==> config.mk <==
export PLATFORM = sky130hd
export DESIGN_NAME = patp_control_unit
export DESIGN_NICKNAME = d
export VERILOG_FILES = /design/src/rtl/patp_pkg.sv /design/src/rtl/patp_control_unit.sv
export SDC_FILE = /design/constraint.sdc
export NUM_CORES = 1
export LEC_CHECK = 0
export CAP_MARGIN = 20
export CORE_AREA = 5 5 42 44
export DETAILED_ROUTE_END_ITERATION = 10
export DIE_AREA = 0 0 47 49
export HOLD_SLACK_MARGIN = 0.1
export PLACE_DENSITY_LB_ADDON = 0.3
export SYNTH_ARGS = -nofsm -noshare
export SYNTH_HDL_FRONTEND = slang
export SYNTH_SLANG_ARGS = --single-unit
==> constraint.sdc <==
create_clock -name clk -period 1.92 [get_ports clk]
set_clock_uncertainty 0.05 [all_clocks]
set_input_delay 0.48 -clock clk [delete_from_list [all_inputs] [get_ports clk]]
set_output_delay 0.48 -clock clk [all_outputs]
set_load 0.005 [all_outputs]
==> src/rtl/patp_pkg.sv <==
// Shared encodings for the PATP core: opcodes, ALU operations, control-unit
// states, the control-strobe bundle and field widths.
package patp_pkg;

  localparam int unsigned OPCODE_W  = 3;
  localparam int unsigned OPERAND_W = 5;
  localparam int unsigned ALU_OP_W  = 2;

  localparam logic [OPCODE_W-1:0] OP_LDA = 3'b000;
  localparam logic [OPCODE_W-1:0] OP_STA = 3'b001;
  localparam logic [OPCODE_W-1:0] OP_ADD = 3'b010;
  localparam logic [OPCODE_W-1:0] OP_SUB = 3'b011;
  localparam logic [OPCODE_W-1:0] OP_JMP = 3'b100;
  localparam logic [OPCODE_W-1:0] OP_JZ  = 3'b101;
  localparam logic [OPCODE_W-1:0] OP_CLR = 3'b110;
  localparam logic [OPCODE_W-1:0] OP_HLT = 3'b111;

  localparam logic [ALU_OP_W-1:0] ALU_PASS = 2'b00;
  localparam logic [ALU_OP_W-1:0] ALU_ADD  = 2'b01;
  localparam logic [ALU_OP_W-1:0] ALU_SUB  = 2'b10;
  localparam logic [ALU_OP_W-1:0] ALU_CLR  = 2'b11;

  typedef enum logic [2:0] {
    ST_F0   = 3'd0,
    ST_F1   = 3'd1,
    ST_DEC  = 3'd2,
    ST_EX0  = 3'd3,
    ST_EX1  = 3'd4,
    ST_HALT = 3'd5
  } cu_state_e;

  // Per-cycle control strobes driven towards the IR and datapath.
  typedef struct packed {
    logic                clk_ir;
    logic                pc_inc;
    logic                pc_load;
    logic                mar_load;
    logic                mar_sel;
    logic                mem_rd;
    logic                mem_wr;
    logic                acc_load;
    logic [ALU_OP_W-1:0] alu_op;
    logic                fetch;
    logic                halted;
  } cu_ctrl_t;

  // Instructions that address memory through the IR operand.
  function automatic logic is_mem_op(input logic [OPCODE_W-1:0] op);
    return (op == OP_LDA) || (op == OP_STA) || (op == OP_ADD) || (op == OP_SUB);
  endfunction

endpackage

==> src/rtl/patp_control_unit.sv <==
// PATP control sequencer: fixed fetch/decode/execute FSM producing the
// instruction-register load strobe and datapath control strobes.
//
// Ports:
//   clk       core clock, rising edge
//   rst       synchronous active-high reset
//   opcode    opcode field from the instruction register (used in DEC)
//   acc_zero  accumulator-is-zero flag (sampled in DEC only)
//   clk_ir    IR load enable
//   pc_inc / pc_load           PC increment / load from operand
//   mar_load / mar_sel         MAR load, source (0 PC, 1 operand)
//   mem_rd / mem_wr            memory read / write strobes
//   acc_load / alu_op          ACC load, ALU operation
//   fetch     first fetch cycle marker
//   halted    core stopped
//
// Build option: define PATP_CU_HALT_EN to make opcode 111 enter a HALT state
// that only reset leaves; otherwise 111 decodes as a 3-cycle NOP.
module patp_control_unit
  import patp_pkg::*;
(
  input  logic                clk,
  input  logic                rst,
  input  logic [OPCODE_W-1:0] opcode,
  input  logic                acc_zero,
  output logic                clk_ir,
  output logic                pc_inc,
  output logic                pc_load,
  output logic                mar_load,
  output logic                mar_sel,
  output logic                mem_rd,
  output logic                mem_wr,
  output logic                acc_load,
  output logic [ALU_OP_W-1:0] alu_op,
  output logic                fetch,
  output logic                halted
);

  cu_state_e           state_q, state_d;
  logic [OPCODE_W-1:0] op_q, op_d;
  cu_ctrl_t            ctrl_c;
  cu_ctrl_t            out_c;

  // State and latched-opcode registers.
  always_ff @(posedge clk) begin
    if (rst) begin
      state_q <= ST_F0;
      op_q    <= OP_LDA;
    end else begin
      state_q <= state_d;
      op_q    <= op_d;
    end
  end

  // Next-state and Moore output decode.
  always_comb begin
    state_d = state_q;
    op_d    = op_q;
    ctrl_c  = '0;
    case (state_q)
      ST_F0: begin
        ctrl_c.mar_load = 1'b1;
        ctrl_c.fetch    = 1'b1;
        state_d         = ST_F1;
      end
      ST_F1: begin
        ctrl_c.mem_rd = 1'b1;
        ctrl_c.clk_ir = 1'b1;
        ctrl_c.pc_inc = 1'b1;
        state_d       = ST_DEC;
      end
      ST_DEC: begin
        // The IR has just been loaded; opcode is valid this cycle only.
        op_d    = opcode;
        state_d = ST_F0;
        if (is_mem_op(opcode)) begin
          ctrl_c.mar_sel  = 1'b1;
          ctrl_c.mar_load = 1'b1;
          state_d         = ST_EX0;
        end else begin
          case (opcode)
            OP_JMP: ctrl_c.pc_load = 1'b1;
            OP_JZ:  ctrl_c.pc_load = acc_zero;
            OP_CLR: begin
              ctrl_c.alu_op   = ALU_CLR;
              ctrl_c.acc_load = 1'b1;
            end
            OP_HLT: begin
`ifdef PATP_CU_HALT_EN
              state_d = ST_HALT;
`else
              state_d = ST_F0;
`endif
            end
            default: state_d = ST_F0;
          endcase
        end
      end
      ST_EX0: begin
        state_d = ST_F0;
        if (op_q == OP_STA) begin
          ctrl_c.mem_wr = 1'b1;
        end else if (is_mem_op(op_q)) begin
          ctrl_c.mem_rd = 1'b1;
          state_d       = ST_EX1;
        end
      end
      ST_EX1: begin
        state_d = ST_F0;
        case (op_q)
          OP_LDA: begin
            ctrl_c.acc_load = 1'b1;
            ctrl_c.alu_op   = ALU_PASS;
          end
          OP_ADD: begin
            ctrl_c.acc_load = 1'b1;
            ctrl_c.alu_op   = ALU_ADD;
          end
          OP_SUB: begin
            ctrl_c.acc_load = 1'b1;
            ctrl_c.alu_op   = ALU_SUB;
          end
          default: ctrl_c = '0;
        endcase
      end
`ifdef PATP_CU_HALT_EN
      ST_HALT: begin
        ctrl_c.halted = 1'b1;
        state_d       = ST_HALT;
      end
`endif
      default: state_d = ST_F0;
    endcase
  end

  // While reset is held no strobe may fire; only the F0 fetch marker remains.
  always_comb begin
    out_c = ctrl_c;
    if (rst) begin
      out_c       = '0;
      out_c.fetch = ctrl_c.fetch;
    end
  end

  assign clk_ir   = out_c.clk_ir;
  assign pc_inc   = out_c.pc_inc;
  assign pc_load  = out_c.pc_load;
  assign mar_load = out_c.mar_load;
  assign mar_sel  = out_c.mar_sel;
  assign mem_rd   = out_c.mem_rd;
  assign mem_wr   = out_c.mem_wr;
  assign acc_load = out_c.acc_load;
  assign alu_op   = out_c.alu_op;
  assign fetch    = out_c.fetch;
  assign halted   = out_c.halted;

endmodule

==> metrics.md <==
| Metric | Value |
|---|---|
| Worst-path clk slew | `0.05 ns` |
| Final min period | `1.98 ns` |
| Cell Pwr Density | `523 nW/um^2` |
| CTS tree | `done` |
| Power share of the sequential group | `37.4%` |
| Reg2Reg Depth | `6` |
| Vias per inst | `~4.6` |
| Total die area | `2300 um^2` |
| Clk sinks | `6` |
| Worst-skew pair later-pin latency | `between 0.2 and 0.3 ns` |
| Crit path DAT | `~1.5 ns` |
| Die Wd | `47 um` |
| Clock Power Share | `31.1%` |
| Antenna violations before repair | `0` |
| Grt ovf | `0` |
| # IOs | `18` |
| Hold-critical path depth | `3` |
| Number of synthesis warnings | `0` |
| Worst Hold Launch | `rst` |
| Worst vdd ir | `0.415 mV` |
| Final non-filler cell total | `roughly 100` |
| Seq cells post-synth | `6` |
| RSZ-0062 raised after global routing | `true` |
| NetSw | `0.000116 W` |
| GRT Util Overall | `12.3%` |
| Post-Place Cells | `90` |
| Post-synthesis sequential area ratio | `~30%` |
| Violated checks | `setup timing` |
| Final instance area | `754 um^2` |
| 1st-pass router iterations | `2` |
| HP Class | `input pin to flip-flop` |
| Synth Area in Compound Gates | `16.2%` |
| Share of layout cells above drive strength 1 | `61.4%` |
| Rows | `14` |
| Hold buffer count at cts | `0` |
| MaxCap Viol Count | `0` |
| Port bufs | `16` |
| Vias in the first global route | `about 480` |
| Top cell type's share of synthesized area | `29.9%` |
| Setup tns final | `-0.139 ns` |
| Residual DRC | `0` |
| Main combinational cell family by area after synthesis | `simple AND/OR/NAND/NOR gates` |
| Die height | `49 um` |
| Worst-case clock buffer depth | `2` |
| Initial Util | `~29%` |
| Adder-Cell Fraction of Synth Area | `0%` |
| Comb power frac | `31.5%` |
| Top post-synthesis cells by area | `dfxtp_1 30%, mux2i_1 7.5%, a2111oi_4 6.9%` |
| Largest net degree at the start of global routing | `6` |
| Area growth from synthesis to layout | `87.9%` |
| Multiplexer area fraction after synthesis | `7.48%` |
| Setup slack after layout | `-0.0559 ns` |
| Final setup viols | `3` |
| Place WS | `-0.733 ns` |
| Worst EP required | `1.39 ns` |
| Number of synthesized flops with an enable pin | `0` |
| Via count | `~460` |
| Int Power | `0.000278 W` |
| Post-synth ARST share | `0%` |
| Highest Clock Rate | `just over 0.5 GHz` |
| Dpl hpwl | `887 um` |
| Total number of H-tree levels | `1` |
| Max-slew violations | `0` |
| Syn Area/Cell | `8.55 um^2` |
| CTS buffer count | `3` |
| Unique masters post-synth | `23` |
| Cell taking the most area after synthesis | `dfxtp_1` |
| Worst hold endpoint | `op_q[0]` |
| ANT nets after route | `0` |
| Synthesized cell area | `402 um^2` |
| Diodes inserted | `0` |
| Area after DPL | `between 600 and 700 um^2` |
| Tcrit/Tclk final | `103%` |
| CP max FO | `5` |
| Syn Nets | `53` |
| Net Sw Frac | `29.5%` |
| Core area | `approximately 1400 um^2` |
| Synth Area in XOR/XNOR | `2.18%` |
| Routed WL | `approximately 1.2 mm` |
| RR Endpoint | `op_q[1]` |
| Leakage | `between 0.3 and 0.4 nW` |
| Worst setup SP type | `flip-flop` |
| Worst r2r src | `state_q[0]` |
| Ys flop type | `dfxtp_1` |
| First-pass GRT wire length | `2.04 mm` |
| Status | `complete, but fails checks` |
| Root Driver | `clkbuf_4` |
| Crit Path Category | `flip-flop to primary output` |
| Avg WL per Cell | `11.8 um` |
| GP Congestion | `a little under 0.8` |
| CP endpoint kind | `primary output` |
| Synth Area in Simple Gates | `34.6%` |
| Mapped Cells | `47` |
| Final hold violation count | `0` |
| Reg2reg setup slack | `0.62 ns` |
| Nets | `roughly 90` |
| Iteration-0 DRC Markers | `7` |
==> layer usage <==
metal / vias to the layer above / global-route usage [%] / wire [um]
met1: 211 / 13.2 / 463
li1: 237 / - / -
met5: - / 0 / 0
met3: 2 / 5.54 / 62
met2: 9 / 20.6 / 639
met4: 0 / 4.15 / 9
==> power groups by stage <==
stage	registers [W]	clock network (W)	logic [W]
after floorplan	0.000139	0	0.0000538
after global placement	0.000146	0	0.000116
after detailed placement	0.000146	0	0.000116
after CTS	0.000145	0.000131	0.000119
after global routing	0.000149	0.000142	0.000135
final	0.000147	0.000123	0.000124
==> registers in the layout, indices dropped and copies added, names as in the netlist <==
register,count
state_q,3
op_q,3
==> worst max-delay path, cell delays in order (launching register included) <==
cell and delay (ns):
dfxtp_4 0.37, buf_6 0.12, nor3b_4 0.17, nand4b_1 0.15, buf_4 0.17, a21oi_2 0.10
buf_2 0.12
==> cell usage in the layout (no fill, tap or decap), types with 2 or more instances in the layout <==
cell type | synthesis | layout
buf_4 | 3 | 15
buf_2 | 1 | 9
buf_6 | 0 | 6
nor2_1 | 6 | 5
dlygate4sd2_1 | 0 | 5
a21oi_2 | 0 | 4
mux2i_1 | 3 | 3
clkbuf_4 | 0 | 3
dfxtp_1 | 6 | 3
or3_4 | 1 | 2
nand2_1 | 3 | 2
nand4b_1 | 2 | 2
nand3b_1 | 2 | 2
clkbuf_2 | 0 | 2
dfxtp_4 | 0 | 2
==> how the worst max path moves through the flow <==
stage                    start   endpoint
floorplan                  rst    pc_load
global placement           rst    pc_load
detailed placement         rst    pc_load
CTS                 state_q[0]   acc_load
global route        state_q[0]  alu_op[1]
finish              state_q[0]   acc_load
==> synth_stat cells, types with 2 or more instances <==
library cell and number:
nand3b_1 2, nor2_1 6, mux2i_1 3, dfxtp_1 6, buf_4 3, inv_1 2, a21oi_1 5, nor3_1 2
nand2_1 3, nand4b_1 2
==> through the flow <==
stage          hold WS (ns)  utilization (%)  power, W
2_1_floorplan         0.445                -  0.000193
3_3_place_gp          0.472             47.6  0.000262
3_5_place_dp          0.491             47.6  0.000262
4_1_cts               0.474             52.3  0.000395
5_1_grt               0.484             53.8  0.000426
6_report              0.481             53.8  0.000395
==> timing repair <==
item                       in CTS  in global routing
pin swaps                       9                  8
setup endpoints to repair      11                  8
gates resized for setup        60                 11
buffers inserted                5                  1
==> cells by family after synthesis <==
kind of cell              after synthesis
AOI/OAI and AO/OA                       8
xor gates and xnor gates                1
muxes                                   3
DFF                                     6
other                                   1
and+or+nand+nor                        22
buffers and inverters                   6
==> final cells by class <==
type	instances	area, um^2
clock buffer	3	22.5
fill	141	647
inverter	2	7.51
tap	16	20.0
multi-input combinational	35	297
sequential	6	129
timing repair buffer	37	279
Note: power is estimated with default switching activity, not from simulation.
